File: src/rtl/and2_rr_sched.sv
// Round-robin scheduler sharing one two-input AND gate among N_REQ requesters.
// Grants one request at a time, drives its operands, captures y and returns it via valid/ready.
module and2_rr_sched #(
  parameter int unsigned N_REQ = 4,
  parameter int unsigned IDW   = $clog2(N_REQ),
  parameter int unsigned CNTW  = 16
) (
  input  logic             clk,
  input  logic             rst_n,
  input  logic [N_REQ-1:0] req,
  input  logic [N_REQ-1:0] req_a,
  input  logic [N_REQ-1:0] req_b,
  output logic [N_REQ-1:0] gnt,
  output logic             gate_a,
  output logic             gate_b,
  input  logic             gate_y,
  output logic             rsp_valid,
  input  logic             rsp_ready,
  output logic [IDW-1:0]   rsp_id,
  output logic             rsp_y,
  output logic             busy,
  output logic [CNTW-1:0]  op_count
);

  localparam int unsigned SW = IDW + 1;

  typedef enum logic [1:0] {IDLE, DRIVE, RESP} state_e;

  state_e           state_q, state_d;
  logic [IDW-1:0]   ptr_q, ptr_d;
  logic [IDW-1:0]   idx_q, idx_d;
  logic [N_REQ-1:0] gnt_q, gnt_d;
  logic             gate_a_q, gate_a_d;
  logic             gate_b_q, gate_b_d;
  logic             rsp_valid_q, rsp_valid_d;
  logic [IDW-1:0]   rsp_id_q, rsp_id_d;
  logic             rsp_y_q, rsp_y_d;
  logic             busy_q, busy_d;
  logic [CNTW-1:0]  cnt_q, cnt_d;

  logic             found_c;
  logic [IDW-1:0]   win_c;
  logic [SW-1:0]    cand;

  // First set request scanning upward from ptr with wrap-around.
  always_comb begin
    found_c = 1'b0;
    win_c   = '0;
    cand    = '0;
    for (int i = 0; i < int'(N_REQ); i++) begin
      cand = SW'(ptr_q) + SW'(i);
      if (cand >= SW'(N_REQ)) cand = cand - SW'(N_REQ);
      if (!found_c && req[cand[IDW-1:0]]) begin
        found_c = 1'b1;
        win_c   = cand[IDW-1:0];
      end
    end
  end

  always_comb begin
    state_d     = state_q;
    ptr_d       = ptr_q;
    idx_d       = idx_q;
    gnt_d       = '0;
    gate_a_d    = gate_a_q;
    gate_b_d    = gate_b_q;
    rsp_valid_d = rsp_valid_q;
    rsp_id_d    = rsp_id_q;
    rsp_y_d     = rsp_y_q;
    cnt_d       = cnt_q;
    unique case (state_q)
      IDLE: begin
        if (found_c) begin
          gnt_d    = N_REQ'(1) << win_c;
          gate_a_d = req_a[win_c];
          gate_b_d = req_b[win_c];
          idx_d    = win_c;
          state_d  = DRIVE;
        end
      end
      DRIVE: begin
        rsp_y_d     = gate_y;
        rsp_id_d    = idx_q;
        rsp_valid_d = 1'b1;
        ptr_d       = (idx_q == IDW'(N_REQ - 1)) ? '0 : idx_q + IDW'(1);
        state_d     = RESP;
      end
      RESP: begin
        if (rsp_ready) begin
          rsp_valid_d = 1'b0;
          cnt_d       = cnt_q + CNTW'(1);
          state_d     = IDLE;
        end
      end
      default: state_d = IDLE;
    endcase
    busy_d = (state_d != IDLE);
  end

  always_ff @(posedge clk or negedge rst_n) begin
    if (!rst_n) begin
      state_q     <= IDLE;
      ptr_q       <= '0;
      idx_q       <= '0;
      gnt_q       <= '0;
      gate_a_q    <= 1'b0;
      gate_b_q    <= 1'b0;
      rsp_valid_q <= 1'b0;
      rsp_id_q    <= '0;
      rsp_y_q     <= 1'b0;
      busy_q      <= 1'b0;
      cnt_q       <= '0;
    end else begin
      state_q     <= state_d;
      ptr_q       <= ptr_d;
      idx_q       <= idx_d;
      gnt_q       <= gnt_d;
      gate_a_q    <= gate_a_d;
      gate_b_q    <= gate_b_d;
      rsp_valid_q <= rsp_valid_d;
      rsp_id_q    <= rsp_id_d;
      rsp_y_q     <= rsp_y_d;
      busy_q      <= busy_d;
      cnt_q       <= cnt_d;
    end
  end

  assign gnt       = gnt_q;
  assign gate_a    = gate_a_q;
  assign gate_b    = gate_b_q;
  assign rsp_valid = rsp_valid_q;
  assign rsp_id    = rsp_id_q;
  assign rsp_y     = rsp_y_q;
  assign busy      = busy_q;
  assign op_count  = cnt_q;

endmodule
File: config.mk
export PLATFORM = sky130hd
export DESIGN_NAME = and2_rr_sched
export DESIGN_NICKNAME = d
export VERILOG_FILES = /design/src/rtl/and2_rr_sched.sv
export SDC_FILE = /design/constraint.sdc
export NUM_CORES = 1
export LEC_CHECK = 0
export BUFFER_PORTS_ARGS = -buffer_cell sky130_fd_sc_hd__buf_2
export CORE_MARGIN = 4
export CORE_UTILIZATION = 57
export CTS_BUF_LIST = sky130_fd_sc_hd__clkbuf_4
export DETAILED_ROUTE_END_ITERATION = 12
export GPL_TIMING_DRIVEN = 0
export MAX_ROUTING_LAYER = met4
export PLACE_DENSITY = 0.86
export SYNTH_ARGS = -nofsm -noshare
export SYNTH_HDL_FRONTEND = slang
export SYNTH_SLANG_ARGS = --single-unit
export TNS_END_PERCENT = 5
File: constraint.sdc
create_clock -name clk -period 3.1 [get_ports clk]
set_clock_uncertainty 0.1 [all_clocks]
set_input_delay 0.62 -clock clk [delete_from_list [all_inputs] [get_ports clk]]
set_output_delay 0.62 -clock clk [all_outputs]
set_load 0.02 [all_outputs]
# ---- After elaboration in Yosys (flattened, before gate mapping)
# Index checks and enable logic that the tools add are counted.
dict set report totals {
  in_bits 16
  ff_bits 33
  output_inout_bits 27
}
dict set report op_classes {
  shifts 1
  n_eq_ne 4
  reduce_logical 12
  addsub 9
  order_cmp 9
  n_mux 32
}
# cell count
set op_table {}
lappend op_table {{$mux W2} 11}
lappend op_table {{$add A16 B1 Y16 const B} 1}
lappend op_table {{$lt A2 B3 Y1 const B} 5}
lappend op_table {{$bmux W1 S2} 6}
lappend op_table {{$mux W1} 11}
lappend op_table {{$ge A3 B3 Y1 const B} 3}
lappend op_table {{$mux W4} 2}
lappend op_table {{$sub A2 B1 Y2 const B} 4}
lappend op_table {{$add A2 B2 Y3 const B} 2}
lappend op_table {{$pmux W2 S3} 1}
lappend op_table {{$reduce_and A2 Y1} 3}
lappend op_table {{$eq A2 B2 Y1 const B} 2}
lappend op_table {{$reduce_bool A2 Y1} 2}
lappend op_table {{$shl A1 B2 Y4 const A} 1}
lappend op_table {{$add A2 B1 Y3 const B} 1}
lappend op_table {{$ge A2 B3 Y1 const B} 1}
lappend op_table {{$logic_and A1 B1 Y1} 3}
lappend op_table {{$logic_not A1 Y1} 3}
lappend op_table {{$add A2 B1 Y2 const B} 1}
lappend op_table {{$eq A2 B1 Y1 const B} 1}
lappend op_table {{$logic_not A2 Y1} 1}
lappend op_table {{$ne A2 B2 Y1 const B} 1}
lappend op_table {{$pmux W1 S2} 1}

# ---- Depth between registers and ports, before layout
# Gate-level depths: netlist (run 1).
dict set report logic_depth {
  ltp_word 17
  depth_mapped 6
  depth_no_buf 6
}

# ---- Least setup slack after synthesis (run 1)
# OpenSTA, ideal clock, no wires.
dict set report synth_path {
  path_kind {input port to flip-flop}
  start {in req[0]}
  end {reg gate_a_q, in the netlist gate_a}
  setup_ns 0.080
  path_slack_ns 1.339
  path_stages 4
  arrival_ns 1.580
  required_time_ns 2.920
  cell_sequence {nor2_1 -> a211o_4 -> or3_4 -> o211ai_2}
}
dict set report synth_via {
  elab_chain_cells 14
}
# element line_no
set synth_lines {}
lappend synth_lines {{start: declaration} 10} ;# input logic [N_REQ-1:0] req,
lappend synth_lines {{$bmux W1 S2} 53} ;# if (!found_c && req[cand[IDW-1:0]]) begin
lappend synth_lines {{$mux W1 (implied by the code)} 53}
lappend synth_lines {{$mux W1} 53}
lappend synth_lines {{$logic_not A1 Y1} 53}
lappend synth_lines {{$logic_and A1 B1 Y1} 53}
lappend synth_lines {{$mux W1} 53}
lappend synth_lines {{$logic_not A1 Y1} 53}
lappend synth_lines {{$logic_and A1 B1 Y1} 53}
lappend synth_lines {{$mux W1} 53}
lappend synth_lines {{$logic_not A1 Y1} 53}
lappend synth_lines {{$logic_and A1 B1 Y1} 53}
lappend synth_lines {{$mux W2} 53}
lappend synth_lines {{$bmux W1 S2} 75} ;# gate_a_d = req_a[win_c];
lappend synth_lines {{$mux W1 (implied by the code)} 75}
lappend synth_lines {{end signal: assignment} 118} ;# gate_a_q <= gate_a_d;
lappend synth_lines {{end: declaration} 33} ;# logic gate_a_q, gate_a_d;
# Several ways; a longest one is shown, not always the timed one. The select of a mux whose other input is x is not followed.
# A chain may end at the register's enable or synchronous reset.

# ---- Worst setup path after layout (run 1)
dict set report layout_path {
  start {reg cnt_q[5], in the netlist op_count[5]}
  end {out op_count[5]}
}
# element line_no
set layout_rtl {}
lappend layout_rtl {{start: declaration} 39} ;# logic [CNTW-1:0] cnt_q, cnt_d;
lappend layout_rtl {{start signal: assignment} 124} ;# cnt_q <= cnt_d;
lappend layout_rtl {{end: declaration} 22} ;# output logic [CNTW-1:0] op_count
# No word-level cell between the ends.

==> results of run 1 <==
metrics by stage:
stage	hold WS, ns	power [mW]	std cells
2_1_floorplan	0.224	1.10	131
3_3_place_gp	0.350	1.26	203
3_5_place_dp	0.354	1.29	203
4_1_cts	0.253	1.50	209
5_1_grt	0.264	1.60	209
6_report	0.229	1.48	209
final cells by class:
type / count / area [sq um] / area share
flip-flops and latches: 33 / 826 / 0.462
clock buffers: 5 / 37.5 / 0.0210
plain buffers: 1 / 3.75 / 0.00210
clock inverters: 1 / 5.00 / 0.00280
well taps: 30 / 37.5 / 0.0210
multi-input cells: 94 / 658 / 0.368
repair buffers: 42 / 210 / 0.117
inverters: 3 / 11.3 / 0.00629
kinds of logic (layout without fill, tap and decap cells):
kind of cell | count (synthesis) | count (layout) | share of synthesized area
compound gates | 17 | 17 | 0.0910
mux | 9 | 9 | 0.0651
simple gates | 51 | 51 | 0.179
fa+ha+maj | 2 | 2 | 0.0167
flops | 33 | 33 | 0.551
xor+xnor | 15 | 15 | 0.0876
buf+inv | 4 | 52 | 0.0100
layout by cell type (no fill, tap or decap), types with 2 or more instances in the layout:
cell type / count
a21oi_1: 4
buf_2: 42
clkbuf_4: 5
dfrtp_1: 33
ha_1: 2
inv_1: 2
mux2_2: 6
mux2i_1: 3
nand2_1: 17
nand2b_1: 4
nand3_1: 4
nand4_1: 6
nor2_1: 9
nor2_2: 2
nor3_2: 2
o211ai_1: 4
o211ai_2: 2
o21ai_0: 3
xnor2_1: 11
xor2_1: 4
power by group through the flow:
| stage | logic, mW | registers (mW) | clock network [mW] |
|---|---|---|---|
| 6_report | 0.607 | 0.666 | 0.204 |
| 2_1_floorplan | 0.330 | 0.771 | 0 |
| 5_1_grt | 0.673 | 0.694 | 0.233 |
| 4_1_cts | 0.618 | 0.666 | 0.212 |
| 3_3_place_gp | 0.596 | 0.667 | 0 |
| 3_5_place_dp | 0.613 | 0.676 | 0 |
per-layer routing:
metal,track usage,vias up
li1,-,557
met1,0.207,539
met2,0.317,36
met3,0.0414,11
met4,0.113,0
met5,-,-
sequential cells by signal, indices dropped and copies added (netlist names):
signal,count
gate_b,1
busy,1
ptr_q,2
rsp_valid,1
op_count,16
gnt,4
gate_a,1
state_q,2
idx_q,2
rsp_y,1
rsp_id,2
final timing paths:
path	endpoint	slack, ns	from
setup / recovery	op_count[5]	1.36	op_count[5]
hold / removal	op_count[9]	0.23	rst_n
setup reg to reg	op_count[9]	1.36	state_q[0]
hold reg to reg	op_count[15]	0.36	op_count[15]
max in group asynchronous	gate_b	2.22	rst_n
min in group clk	op_count[15]	0.36	op_count[15]
==> metrics.cfg, run 1 <==
[outcome]
outcome = finished, final reports clean

[layout]
drive_above_1_share = 0.363
nets = 198
stdcell_area_sq_um = 1790
post-route-util = 0.716
n_fill_cell = 173
syn_to_final_growth_pct = 19.4
num_antenna_cells = 0

[yosys]
syn-num-nets = 149
synth.avg_cell_area_sq_um = 11.4
ys_ff_latch = 33
yosysSeqAreaShare = 0.551
synth_commonest_cells = 33 x dfrtp_1, 17 x nand2_1, 11 x xnor2_1, 9 x nor2_1
synth_top_area_frac = 0.551
ys.flop_type = dfrtp_1
syn_inst = 131
synth.distinct_cells = 31
synth.most_common_cell = dfrtp_1
synth_edf_count = 0
synth_area_sq_um = 1500
synth_top_cells_by_area = dfrtp_1 55%, xnor2_1 6.4%, mux2_2 4.5%
yosys.area.top_type = dfrtp_1
ys_warn_count = 0
async_flop_share = 1.00

[setup_path]
cp.arrival_ns = 1.02
cp.required_ns = 2.38
criticalPathCategory = reg2out
worst_setup_path_start_kind = flop
critPathBufInv = 1
critPathTopFamily = flip-flops
crit_cells = 1
reg2reg_depth = 5
cp-end-kind = primary output
critPathMaxFanout = 7
path_cells = buf_2
slowest_delay_ns = 0.49
slowest_stage = dfrtp_1

[placed_design]
hpwl_mm = 2.18
finalWeightedCongestion = 0.793
post_dp_cell_area_sq_um = 1750
io_buffers = 42
dpl_worst_slack_ns = 1.12

[grt]
track_usage = 0.190
grt_pass1_vias = 1219
grt_max_degree = 34
overflow = 0
grt_pass1_wl_mm = 4.94
antenna_found_initial = 0

[clocking]
insertion_delay_ns = 0.32
clockRootBuffer = clkbuf_4
cts.htree.levels = 2
clk_path_buf_depth = 2
clk_pin_slew_ns = 0.09
clock_sinks = 33
cts_hold_buf = 0
postCtsSetupRepairBufs = 0
cts_tree = done
cts_inserted_buffers = 5
postCtsResizedCells = 0

[floorplan]
ios = 43
num_rows = 18
core_sq_um = 2500
die_h_um = 59.3
die-area_sq_um = 3510
start_util = 0.600
fp.dieW_um = 59.3

[power_and_ir_drop]
intPower_uw = 896
p_sw_uw = 582
ir_worst_vdd_v = 0.000583
p_per_area_nw_per_um2 = 826
combPwrFrac = 0.411
swShare = 0.394
p_seq_frac = 0.451
clkPwrFrac = 0.138
p_leak_nw = 0.907

[drt]
detail-route-antenna-nets = 0
routed-via-count = 1143
dr_wl_met3_um = 169
wl_met2_mm = 1.44
wl_per_cell_um = 13.3
via_per_inst = 5.47
wl_met1_mm = 1.08
drt_iter0_drc = 29
top_layer = met4
drtPass1Iterations = 4
route.detailed.drc = 0
drt-total-wl_mm = 2.77

[sta]
worst_slack_ns = 1.36
final.min_clock_period_ns = 1.74
rsz0062_at_grt = false
final-hold-violation-count = 0
finalSetupTns_ns = 0
clock.fmax_ghz = 0.573
drv_slew = 0
setup_viol = 0
relSlewSlack = 0.541
worstMarginPinSlew_ns = 0.688
fin_crit_sh = 0.563

[worst_hold_path]
hp-class = in2async

[flow_run]
maxCapViolCount = 0

Power figures use the tool's default switching activity.
==> run 2: changes to the inputs <==
--- a/config.mk
+++ b/config.mk
@@ -7,12 +7,12 @@
 export LEC_CHECK = 0
 export BUFFER_PORTS_ARGS = -buffer_cell sky130_fd_sc_hd__buf_2
 export CORE_MARGIN = 4
-export CORE_UTILIZATION = 57
+export CORE_UTILIZATION = 48
 export CTS_BUF_LIST = sky130_fd_sc_hd__clkbuf_4
 export DETAILED_ROUTE_END_ITERATION = 12
 export GPL_TIMING_DRIVEN = 0
 export MAX_ROUTING_LAYER = met4
-export PLACE_DENSITY = 0.86
+export PLACE_DENSITY = 0.78
 export SYNTH_ARGS = -nofsm -noshare
 export SYNTH_HDL_FRONTEND = slang
 export SYNTH_SLANG_ARGS = --single-unit
==> constraint.sdc (replaced) <==
create_clock -name clk -period 1.6 [get_ports clk]
set_clock_uncertainty 0.1 [all_clocks]
set_input_delay 0.32 -clock clk [delete_from_list [all_inputs] [get_ports clk]]
set_output_delay 0.32 -clock clk [all_outputs]
set_load 0.02 [all_outputs]
==> metrics.cfg, run 2 (same netlist as run 1, synthesis figures left out) <==
[layout]
drive_above_1_share = 0.418  ; +0.0553
fin_cells = 228  ; +9.1%
n_fill_cell = 255  ; +47%
stdcell_area_sq_um = 1920  ; +7.6%
nets = 201  ; +1.5%
layout_commonest_cell = buf_2
num_antenna_cells = 0  ; unchanged
final_cell_mix = 42 x buf_2, 31 x dfrtp_1, 16 x nand2_1
largest_register_ffs = 16  ; unchanged
syn_to_final_growth_pct = 28.4

[sta]
drv_slew = 0  ; unchanged
setup_viol = 0  ; unchanged
fin_crit_sh = 0.983
worstMarginPinSlew_ns = 0.714  ; +0.0258 ns
final.min_clock_period_ns = 1.57
final-hold-violation-count = 0  ; unchanged
relSlewSlack = 0.524  ; -0.0172
clock.fmax_ghz = 0.636
rsz0062_at_grt = true

[drt]
wl_met2_mm = 1.52  ; +5.2%
drt_iter0_drc = 20  ; -31%
wl_per_cell_um = 12.9  ; -2.6%
drtPass1Iterations = 4  ; unchanged
wl_met1_mm = 1.18  ; +9.5%
dr_wl_met3_um = 184  ; +8.9%
via_per_inst = 5.04  ; -7.9%
drt-total-wl_mm = 2.95  ; +6.2%
top_layer = met4
route.detailed.drc = 0  ; unchanged
routed-via-count = 1148  ; +0.44%
detail-route-antenna-nets = 0  ; unchanged

[setup_path]
rrSetupSlack_ns = 0.03  ; -1.33 ns
path_cells = nand2b_1, a21oi_2, nor2_2, buf_6, mux2_4, o211ai_2
worst_setup_path_start_kind = flop
cp-end-kind = flop
r2r_start = ptr_q[1]
cp.required_ns = 1.75  ; -0.63 ns
critPathTopFamily = flip-flops
cp.arrival_ns = 1.72  ; +0.70 ns
critPathBufInv = 1  ; unchanged
slowest_stage = dfrtp_2
slowest_delay_ns = 0.48  ; about the same
criticalPathCategory = reg2reg
cp-startpoint = ptr_q[1]
critPathMaxFanout = 6  ; -1

[clocking]
cts_inserted_buffers = 5  ; unchanged
clk_path_buf_depth = 2  ; unchanged
clock_sinks = 33  ; unchanged
clockRootBuffer = clkbuf_4
cts.htree.levels = 2  ; unchanged
clk_pin_slew_ns = 0.11  ; +0.02 ns
cts_tree = done
insertion_delay_ns = 0.33  ; about the same

[grt]
grt_pass1_vias = 1178  ; -3.4%
grt_max_degree = 34  ; unchanged
track_usage = 0.169  ; -0.0216
overflow = 0  ; unchanged
antenna_found_initial = 0  ; unchanged
grt_pass1_wl_mm = 5.17  ; +4.6%

[floorplan]
ios = 43  ; unchanged
fp.dieW_um = 63.9  ; +7.8%
core_sq_um = 3030  ; +21%
die_h_um = 63.9  ; +7.8%
die-area_sq_um = 4080  ; +16%
num_rows = 20  ; +2
start_util = 0.495  ; -0.105

[worst_hold_path]
hp-class = in2reg
min-delay-start = gate_y

[placed_design]
io_buffers = 42  ; unchanged
finalWeightedCongestion = 0.776  ; -2.1%
dpl.cell_count = 217  ; +6.9%
post_dp_cell_area_sq_um = 1760  ; +1.0%
hpwl_mm = 2.19  ; +0.35%

[outcome]
outcome = finished, final reports clean

[power_and_ir_drop]
ir_worst_vdd_v = 0.000854  ; +47%
p_leak_nw = 0.978  ; +7.9%
p_per_area_nw_per_um2 = 1650  ; +100%

[flow_run]
maxCapViolCount = 0  ; unchanged

-- run 2: worst paths after layout --
kind                           endpoint  cells after the start
max                              gate_b                      6
min                               rsp_y                      2
max reg2reg                      gate_b                      6
min reg2reg                op_count[15]                      1
max in group asynchronous      ptr_q[0]                      2
min in group asynchronous   op_count[9]                      2
-- run 2: what timing repair did --
| action | CTS | global route |
|---|---|---|
| cloned | 0 | 0 |
| hold endpoints to repair | 33 | 0 |
| gates resized for setup | 4 | 9 |
| hold buffers | 1 | 0 |
| pin swaps | 2 | 7 |
| endpoints found under the setup margin | 7 | 9 |
| buffers inserted | 2 | 1 |
-- run 2: per-layer routing --
layer  up-vias  global-route usage
li1        559                   -
met1       548               0.175
met2        33               0.280
met3         8              0.0650
met4         0              0.0809
met5         -                   -
-- run 2: through the flow --
step / setup WS [ns] / util / power (mW) / setup TNS (ns) / hold WS, ns
2_1_floorplan: 0.0628 / - / 2.13 / 0 / -0.0756
3_3_place_gp: -0.0498 / 0.583 / 2.44 / -0.175 / 0.296
3_5_place_dp: -0.0770 / 0.583 / 2.50 / -0.308 / 0.313
4_1_cts: -0.0248 / 0.623 / 3.17 / -0.0434 / 0.100
5_1_grt: -0.0464 / 0.636 / 3.40 / -0.276 / 0.0835
6_report: 0.0270 / 0.636 / 3.17 / 0 / 0.108
-- run 2: where the power goes --
part           total (mW)  internal (mW)  switching, mW
Sequential           1.31           1.09          0.222
Clock               0.617          0.342          0.275
Combinational        1.25          0.545          0.702
-- run 2: worst reg2reg max path, cell delays in order (launching register included) --
cell	delay, ns
dfrtp_2	0.48
nand2b_1	0.21
a21oi_2	0.16
nor2_2	0.05
buf_6	0.13
mux2_4	0.30
o211ai_2	0.07
-- run 2: layout make-up --
class | instances | area [sq um] | share of cell area
clock inverters | 2 | 33.8 | 0.0176
well taps | 44 | 55.1 | 0.0286
multi-input cells | 94 | 704 | 0.366
inverters | 3 | 11.3 | 0.00585
flip-flops and latches | 33 | 828 | 0.430
repair buffers | 46 | 246 | 0.128
clock buffers | 6 | 45.0 | 0.0234
==> run 3: changes to the inputs <==
--- a/config.mk
+++ b/config.mk
@@ -12,7 +12,9 @@
 export DETAILED_ROUTE_END_ITERATION = 12
 export GPL_TIMING_DRIVEN = 0
 export MAX_ROUTING_LAYER = met4
-export PLACE_DENSITY = 0.78
+export PLACE_DENSITY = 0.74
+export REMOVE_ABC_BUFFERS = 1
+export SKIP_CTS_REPAIR_TIMING = 1
 export SYNTH_ARGS = -nofsm -noshare
 export SYNTH_HDL_FRONTEND = slang
 export SYNTH_SLANG_ARGS = --single-unit
==> metrics.cfg, run 3 (same netlist as run 1, synthesis figures left out) <==
[sta]
rsz0062_at_grt = true
final-hold-violation-count = 0  ; unchanged
clock.fmax_ghz = 0.628  ; -1.3%
final.min_clock_period_ns = 1.59  ; +0.0202 ns
worstMarginPinSlew_ns = 0.707  ; -0.00657 ns
relSlewSlack = 0.529  ; +0.00438
drv_slew = 0  ; unchanged
finalSetupTns_ns = 0  ; unchanged
fin_crit_sh = 0.996  ; +0.0126
setup_viol = 0  ; unchanged
worst_slack_ns = 0.00684  ; -0.0202 ns

[floorplan]
num_rows = 20  ; unchanged
core_sq_um = 3030  ; unchanged
fp.dieW_um = 63.9  ; unchanged
ios = 43  ; unchanged
die-area_sq_um = 4080  ; unchanged
die_h_um = 63.9  ; unchanged
start_util = 0.495  ; unchanged

[setup_path]
r2r_start = state_q[0]
critPathMaxFanout = 5  ; -1
slowest_delay_ns = 0.42  ; -0.06 ns
criticalPathCategory = reg2reg
cp.arrival_ns = 1.75  ; +0.03 ns
reg2reg_depth = 5  ; -1
slowest_stage = dfrtp_1
critPathBufInv = 0  ; -1
cp.required_ns = 1.75  ; about the same
critPathTopFamily = simple AND/OR/NAND/NOR gates
path_cells = nand3b_1, nor3_4, nand2_1, nor2_1, xor2_1
worst_setup_path_start_kind = flop
r2r-end = op_count[9]
rrSetupSlack_ns = 0.007  ; -0.02 ns
cp-end-kind = flop

[grt]
track_usage = 0.174  ; +0.00480
grt_pass1_wl_mm = 5.29  ; +2.4%
antenna_found_initial = 0  ; unchanged
grt_max_degree = 34  ; unchanged
overflow = 0  ; unchanged
grt_pass1_vias = 1182  ; +0.34%

[drt]
drtPass1Iterations = 4  ; unchanged
routed-via-count = 1179  ; +2.7%
drt_iter0_drc = 29  ; +45%
via_per_inst = 5.08  ; +0.93%
wl_per_cell_um = 13.8  ; +6.5%
drt-total-wl_mm = 3.19  ; +8.4%
route.detailed.drc = 0  ; unchanged
detail-route-antenna-nets = 0  ; unchanged

[layout]
syn_to_final_growth_pct = 28.5  ; about the same
num_antenna_cells = 0  ; unchanged
layout_commonest_cell = buf_2
final_cell_mix = 42 x buf_2, 31 x dfrtp_1, 17 x nand2_1
stdcell_area_sq_um = 1930  ; about the same
drive_above_1_share = 0.415  ; -0.00358
nets = 205  ; +2.0%
largest_register_ffs = 16  ; unchanged

[placed_design]
finalWeightedCongestion = 0.877  ; +13%
dpl_worst_slack_ns = -0.153  ; -0.0763 ns
post_dp_cell_area_sq_um = 1760  ; -0.21%
io_buffers = 42  ; unchanged
hpwl_mm = 2.30  ; +5.1%

[worst_hold_path]
min-delay-start = gate_y
hold_end = rsp_y
hp-class = in2reg
whs_path_depth = 2  ; unchanged

[power_and_ir_drop]
p_per_area_nw_per_um2 = 1610  ; -2.3%
ir_worst_vdd_v = 0.000938  ; +9.8%
p_leak_nw = 0.989  ; +1.1%
fin_total_pwr_mw = 3.10  ; -2.2%

[clocking]
insertion_delay_ns = 0.33  ; about the same
clock_sinks = 33  ; unchanged
cts_inserted_buffers = 5  ; unchanged
clk_pin_slew_ns = 0.09  ; -0.02 ns
cts.htree.levels = 2  ; unchanged
clk_path_buf_depth = 2  ; unchanged
cts_tree = done
clockRootBuffer = clkbuf_4

[outcome]
outcome = finished, final reports clean

[flow_run]
maxCapViolCount = 0  ; unchanged

run 3: stage by stage:
| step | instances | hold WS, ns | util |
|---|---|---|---|
| 4_1_cts | 224 | -0.0435 | 0.601 |
| 2_1_floorplan | 130 | -0.0756 | - |
| 6_report | 232 | 0.123 | 0.636 |
| 5_1_grt | 232 | 0.108 | 0.636 |
| 3_5_place_dp | 216 | 0.322 | 0.581 |
| 3_3_place_gp | 216 | 0.305 | 0.581 |
run 3: metal layers:
metal | global-route usage | routed length (um)
met5 | - | 0
met4 | 0.0943 | 70
met3 | 0.0510 | 205
met2 | 0.285 | 1620
met1 | 0.188 | 1300
run 3: where the power goes:
group / switching (mW) / leakage [nW] / total (mW) / internal (mW)
registers: 0.217 / 0.427 / 1.31 / 1.09
logic: 0.728 / 0.525 / 1.30 / 0.576
clock network: 0.268 / 0.0368 / 0.494 / 0.226
total: 1.21 / 0.989 / 3.10 / 1.89
run 3: worst max-delay path by stage:
stage,end,cells after the start,startpoint,slack (ns)
final,op_count[9],5,state_q[0],0.007
after global routing,op_count[14],5,state_q[0],-0.08
after CTS,op_count[9],5,state_q[0],-0.18
after detailed placement,op_count[9],5,state_q[0],-0.15
after global placement,op_count[15],5,state_q[0],-0.07
after floorplan,op_count[14],5,op_count[0],0.06
run 3: worst register-to-register path, delay by kind of cell, from the launching register on:
family	cells	cell delay, ns
XOR/XNOR	1	0.17
flip-flops	1	0.42
AND/OR/NAND/NOR	4	0.83
run 3: layout make-up:
type	count	area (sq um)
fill	257	1100
inverter	3	11.3
clock buffer	8	60.1
multi-input combinational	94	698
sequential	33	828
timing repair buffer	50	273
tap	44	55.1
